## config.mk

```make
export PLATFORM = sky130hd
export DESIGN_NAME = fifo_ctrl
export DESIGN_NICKNAME = d
export VERILOG_FILES = /design/src/rtl/fifo_pkg.sv /design/src/rtl/fifo_ctrl.sv
export SDC_FILE = /design/constraint.sdc
export NUM_CORES = 1
export LEC_CHECK = 0
export CORE_ASPECT_RATIO = 0.8
export CORE_MARGIN = 5
export CORE_UTILIZATION = 35
export DETAILED_ROUTE_END_ITERATION = 6
export DONT_BUFFER_PORTS = 1
export RECOVER_POWER = 50
export SYNTH_ARGS = -nofsm -noshare
export SYNTH_HDL_FRONTEND = slang
export SYNTH_SLANG_ARGS = --single-unit
```

## constraint.sdc

```tcl
create_clock -name clk -period 1.9 [get_ports clk]
set_input_delay 0.19 -clock clk [delete_from_list [all_inputs] [get_ports clk]]
set_output_delay 0.19 -clock clk [all_outputs]
set_load 0.02 [all_outputs]
```

## src/rtl/fifo_pkg.sv

```systemverilog
// Shared constants and pointer/address type helpers for the synchronous FIFO.
// Types only; modules derive their own widths from ADDR_WIDTH.
package fifo_pkg;

  localparam int FIFO_ADDR_WIDTH = 4;

  typedef logic [FIFO_ADDR_WIDTH:0]   fifo_ptr_t;
  typedef logic [FIFO_ADDR_WIDTH-1:0] fifo_addr_t;

endpackage : fifo_pkg

```

## src/rtl/fifo_ctrl.sv

```systemverilog
// Pointer/flag controller for the synchronous FIFO register-file storage.
// Optional FIFO_LEVEL_EN macro adds the occupancy output port `level`.
module fifo_ctrl
  import fifo_pkg::*;
#(
  parameter int ADDR_WIDTH = FIFO_ADDR_WIDTH
) (
  input  logic                  clk,
  input  logic                  reset,
  input  logic                  wr,
  input  logic                  rd,
  output logic                  full,
  output logic                  empty,
  output logic                  wr_en,
  output logic [ADDR_WIDTH-1:0] w_addr,
  output logic [ADDR_WIDTH-1:0] r_addr
`ifdef FIFO_LEVEL_EN
  ,
  output logic [ADDR_WIDTH:0]   level
`endif
);

  typedef logic [ADDR_WIDTH:0]   ptr_t;
  typedef logic [ADDR_WIDTH-1:0] addr_t;

  localparam ptr_t PTR_ONE  = {{ADDR_WIDTH{1'b0}}, 1'b1};
  localparam ptr_t PTR_ZERO = {(ADDR_WIDTH+1){1'b0}};

  ptr_t wr_ptr_r;
  ptr_t rd_ptr_r;
  logic full_s;
  logic empty_s;
  logic accept_w_s;
  logic accept_r_s;

  // Flags and accept qualifiers derived purely from the pointer registers.
  always_comb begin
    empty_s    = 1'b0;
    full_s     = 1'b0;
    accept_w_s = 1'b0;
    accept_r_s = 1'b0;
    if (wr_ptr_r == rd_ptr_r) begin
      empty_s = 1'b1;
    end else begin
      empty_s = 1'b0;
    end
    // Extra MSB distinguishes a full ring from an empty one.
    if ((wr_ptr_r[ADDR_WIDTH] != rd_ptr_r[ADDR_WIDTH]) &&
        (addr_t'(wr_ptr_r) == addr_t'(rd_ptr_r))) begin
      full_s = 1'b1;
    end else begin
      full_s = 1'b0;
    end
    accept_w_s = wr & ~full_s;
    accept_r_s = rd & ~empty_s;
  end

  // Pointer registers; reset wins over any request in the same cycle.
  always_ff @(posedge clk) begin
    if (reset) begin
      wr_ptr_r <= PTR_ZERO;
      rd_ptr_r <= PTR_ZERO;
    end else begin
      if (accept_w_s) begin
        wr_ptr_r <= wr_ptr_r + PTR_ONE;
      end
      if (accept_r_s) begin
        rd_ptr_r <= rd_ptr_r + PTR_ONE;
      end
    end
  end

  assign full   = full_s;
  assign empty  = empty_s;
  assign wr_en  = accept_w_s;
  assign w_addr = addr_t'(wr_ptr_r);
  assign r_addr = addr_t'(rd_ptr_r);

`ifdef FIFO_LEVEL_EN
  // Modulo subtraction gives 0..depth since pointers carry one extra bit.
  assign level = wr_ptr_r - rd_ptr_r;
`endif

endmodule : fifo_ctrl

```

### After elaboration in Yosys (flattened, before gate mapping)

Cells that the tools add are included.

| storage, ports and cells | value |
|---|---|
| bits of input ports | 4 |
| output and inout bits | 11 |
| bits in registers | 10 |
| logic and storage cells | 14 |

| cells by class | value |
|---|---|
| reduce and logical (&&, ||, !) cells | 1 |
| add/sub/neg operators | 2 |
| bitwise operators | 4 |
| equal/unequal tests | 3 |
| multiplexer cells | 2 |

Operators by type and width:

| operator | count |
|---|---|
| adder 5 x 1 -> 5 bit, second input constant | 2 |
| equality test 5 bit | 1 |
| equality test 4 bit | 1 |
| AND 1 bit | 2 |
| 2-to-1 mux 1 bit | 2 |
| NOT 1 bit | 2 |
| logical AND 1 bit | 1 |
| != test 1 bit | 1 |

### Depth between registers and ports, before layout

| logic depth | value |
|---|---|
| word-level depth | 5 |
| depth in mapped cells | 5 |

### Worst setup path after synthesis

OpenSTA, ideal clock, no wires.

| timing | value |
|---|---|
| path kind | register to register |
| start | register rd_ptr_r[3] |
| end | register wr_ptr_r[0] |
| clock period less this slack | 1495 ps |
| path buffers | 1 |
| data required time | 1777 ps |
| cell stages (with the launch flop) | 6 |
| arrival | 1372 ps |
| path slack | 405 ps |
| cells stage by stage | dfxtp_1 xnor2_1 and4_4 buf_6 a21boi_4 mux2_1 |

| on the way | value |
|---|---|
| longest elaborated chain between the ends | 5 |

Ends and longest elaborated chain:

| what | RTL line | source |
|---|---|---|
| start: declaration | fifo_ctrl.sv:30 | `ptr_t rd_ptr_r;` |
| start signal: assignment | fifo_ctrl.sv:68 | `rd_ptr_r <= rd_ptr_r + PTR_ONE;` |
| equality test 4 bit | fifo_ctrl.sv:49 | `(addr_t'(wr_ptr_r) == addr_t'(rd_ptr_r))) begin` |
| logical AND 1 bit | fifo_ctrl.sv:48 | `if ((wr_ptr_r[ADDR_WIDTH] != rd_ptr_r[ADDR_WIDTH]) &&` |
| 2-to-1 mux 1 bit | fifo_ctrl.sv:48 |  |
| NOT 1 bit | fifo_ctrl.sv:54 | `accept_w_s = wr & ~full_s;` |
| AND 1 bit | fifo_ctrl.sv:54 |  |
| via wr_en | fifo_ctrl.sv:14 | `output logic wr_en,` |
| end signal: assignment | fifo_ctrl.sv:65 | `wr_ptr_r <= wr_ptr_r + PTR_ONE;` |
| end: declaration | fifo_ctrl.sv:29 | `ptr_t wr_ptr_r;` |

The timed path passes the listed nets, and every way through them passes these cells.
A chain may end at the register's enable or synchronous reset.

### Final worst setup path

| timing | value |
|---|---|
| start | register rd_ptr_r[0] |
| end | output empty |

| on the way | value |
|---|---|
| longest elaborated chain between the ends | 2 |

Ends and longest elaborated chain:

| what | RTL line | source |
|---|---|---|
| equality test 5 bit | fifo_ctrl.sv:42 | `if (wr_ptr_r == rd_ptr_r) begin` |
| 2-to-1 mux 1 bit | fifo_ctrl.sv:42 |  |
| end: declaration | fifo_ctrl.sv:13 | `output logic empty,` |

Every way passes these cells.

==> summary.md <==
| Metric | Value |
|---|---|
| Worst EP required | `1710 ps` |
| Dpl cell area | `711 um^2` |
| Final setup fails | `0` |
| Final #Nets | `89` |
| Final hold viol count | `0` |
| Layout area overhead | `3.78%` |
| CTS tree | `yes` |
| Placed Cells | `slightly above 100` |
| Initial drt markers | `11` |
| Pwr Density | `between 800 and 900 nW/um^2` |
| R2r startpoint | `wr_ptr_r[0]` |
| Post-route insts no fill | `106` |
| Maximum clock path buffer count | `2` |
| Die area | `2980 um^2` |
| Worst-margin pin slew | `roughly 550 ps` |
| Vias in the first global route | `524` |
| Synth warn | `0` |
| Wire per inst | `13.8 um` |
| Initial Util | `36.8%` |
| Final HPWL DP | `1130 um` |
| Die width | `59.8 um` |
| Register-to-register setup slack | `between 200 and 250 ps` |
| Lkg Pwr | `between 0.0002 and 0.0003 uW` |
| Largest net degree at the start of global routing | `17` |
| Register area | `201 um^2` |
| Hold crit path type | `input port to flip-flop` |
| I/O Buffers | `0` |
| Max FO, Critical Path | `7` |
| Final WL | `1460 um` |
| CP endpoint | `empty` |
| Crit path launch | `rd_ptr_r[0]` |
| Final Skew | `0.601 ps` |
| GPL Wtd Cong | `0.809` |
| Setup_tns | `0 ps` |
| Gr usage total | `11.6%` |
| Slew Limit Fails | `0` |
| Mean number of vias per cell | `5.28` |
| #FFs+latches synth | `10` |
| Core area | `1890 um^2` |
| # hold bufs at CTS | `0` |
| Wire length of the first global-routing pass | `roughly 2500 um` |
| Num ports | `15` |
| Crit start category | `flip-flop` |
| Area of the multi-input gates | `a little under 400 um^2` |
| Synth top area share | `28.8%` |
| Cells after Synth | `80` |
| Later-pin clock latency in the skew report | `270 ps` |
| Slew headroom | `63.0%` |
| Max Clock Freq | `0.588 GHz` |
| CTS Sinks | `10` |
| Clock buffer count from CTS | `3` |
| Min Tclk post-route | `1700 ps` |
| Syn nets | `86` |
| Fin area | `approximately 720 um^2` |
| Detail Route Antenna Nets | `0` |
| Total gr overflow | `0` |
| DRC | `0` |
| Worst reg-to-reg path cell count | `5` |
| Worst hold path depth | `1` |
| Root buffer cell | `clkbuf_4` |
| Cell taking the most area after synthesis | `dfxtp_1` |
| Outcome | `finished, final reports clean` |
| Setup crit end kind | `primary output` |
| RSZ-0062 raised after global routing | `no` |
| Fraction of layout cells with a size suffix above 1 | `11.0%` |
| Avg Synthesized Cell Area | `8.70 um^2` |
| Clk slew on worst S/H paths | `70 ps` |
| Post-synthesis sequential area ratio | `28.8%` |
| Drt pass-1 iters | `4` |
| CP Class | `flip-flop to primary output` |
| Capturing point of the worst reg2reg path | `wr_ptr_r[4]` |
| Synth top area cells | `dfxtp_1 (29%), buf_4 (8.6%), mux2_1 (8.1%), xnor2_1 (6.3%), nand4_1 (4.5%)` |
| VDD IR-drop max | `slightly above 500 uV` |
| Diodes inserted | `0` |
| Synth cell types | `27` |
| H-tree depth | `1` |
| Post-CTS setup buffers | `0` |
| Initial antenna violation count | `0` |
| Hold_ws | `42.8 ps` |
| Fill cells | `slightly above 200` |
| MaxCap Viol Count | `0` |
| Die Y | `49.9 um` |
| Post-synthesis cell area | `696 um^2` |
| Num rows | `14` |
| Final period utilization | `89.5%` |
| Arr. time, crit path | `1510 ps` |
| Routed vias | `560` |
## timing repair
action | 4_1_cts | 5_1_grt
gates resized for setup | 0 | 1
hold endpoints to repair | 0 | 0
setup endpoints to repair | 0 | 2
## flip-flops by register name, summed over array words and instances (netlist names)
name / cells
rd_ptr_r: 5
wr_ptr_r: 5
## synth_stat cells, drive strengths merged
cell     n
a211o    1
a211oi   1
a21boi   1
a21oi    5
a311o    1
and4     2
buf      9
clkbuf   1
dfxtp   10
ha       2
inv      6
mux2     5
mux2i    2
nand2    5
nand3    1
nand4    5
nor2     6
nor2b    5
nor4     1
o211ai   1
o21ai    2
o311ai   2
xnor2    5
xor2     1
## routing by layer
layer	share of wire, %	vias to the layer above	wire length (um)	GRT usage [%]
li1	-	283	-	-
met4	1.2	0	18	3.32
met3	10	4	150	6.79
met1	47	255	681	14.8
met2	42	18	610	16.2
met5	0	-	0	0
## cells in the final DEF (no fill, tap or decap)
| master | count |
|---|---|
| dfxtp_1 | 9 |
| clkbuf_1 | 7 |
| nor2_1 | 6 |
| inv_1 | 6 |
| xnor2_1 | 5 |
| nand4_1 | 5 |
| nand2_1 | 5 |
| nor2b_1 | 5 |
| mux2_1 | 5 |
| a21oi_1 | 4 |
| clkbuf_4 | 3 |
| mux2i_1 | 2 |
| o21ai_0 | 2 |
| o311ai_1 | 2 |
| ha_1 | 2 |
| xor2_1 | 1 |
| and4_4 | 1 |
| a21boi_4 | 1 |
| a21oi_2 | 1 |
| a211oi_1 | 1 |
| a311o_1 | 1 |
| nand3_1 | 1 |
| nor4_1 | 1 |
| o211ai_1 | 1 |
| and4_1 | 1 |
| a211o_1 | 1 |
| clkbuf_8 | 1 |
| buf_4 | 1 |
| dfxtp_2 | 1 |
## critical path, stage by stage, from the launching register on
cell and delay [ps]:
dfxtp_2 440, xnor2_1 170, and4_4 320, nand2_1 120, inv_1 190
## cell type report
class	count	share of cell area [%]
Clock buffer	4	5.03
Inverter	6	3.12
Multi-Input combinational cell	54	55.1
Sequential cell	10	27.9
Tap cell	24	4.16
Timing Repair Buffer	8	4.68
## through the flow
step                      total power [uW]  worst slack, ps  utilization (%)
final                                  619              200             38.2
after global routing                   660             75.8             38.2
after CTS                              633             57.3             39.5
after detailed placement               425              249             37.6
after global placement                 420              282             37.6
after floorplan                        432              405                -
## where the power goes
part / internal (uW) / switching [uW] / total, uW
combinational: 58.3 / 108 / 166
sequential: 224 / 24.0 / 248
clock: 117 / 87.9 / 205
## logic make-up (layout without fill, tap and decap cells)
family          Yosys count  after routing  share of synthesized area (%)
xor+xnor                  6              6                           7.55
simple gates             25             25                           19.4
fa+ha+maj                 2              2                           3.60
mux                       7              7                           11.0
compound gates           14             14                           15.6
flops                    10             10                           28.8
buf+inv                  16             18                           14.0
## how the worst min path moves through the flow
| stage | endpoint | slack (ps) | startpoint |
|---|---|---|---|
| after floorplan | rd_ptr_r[4] | 410 | reset |
| after global placement | rd_ptr_r[2] | 330 | reset |
| after detailed placement | rd_ptr_r[3] | 340 | reset |
| after CTS | rd_ptr_r[3] | 40 | reset |
| after global routing | rd_ptr_r[3] | 30 | reset |
| final | rd_ptr_r[3] | 40 | reset |
(Power assumes the default switching activity.)
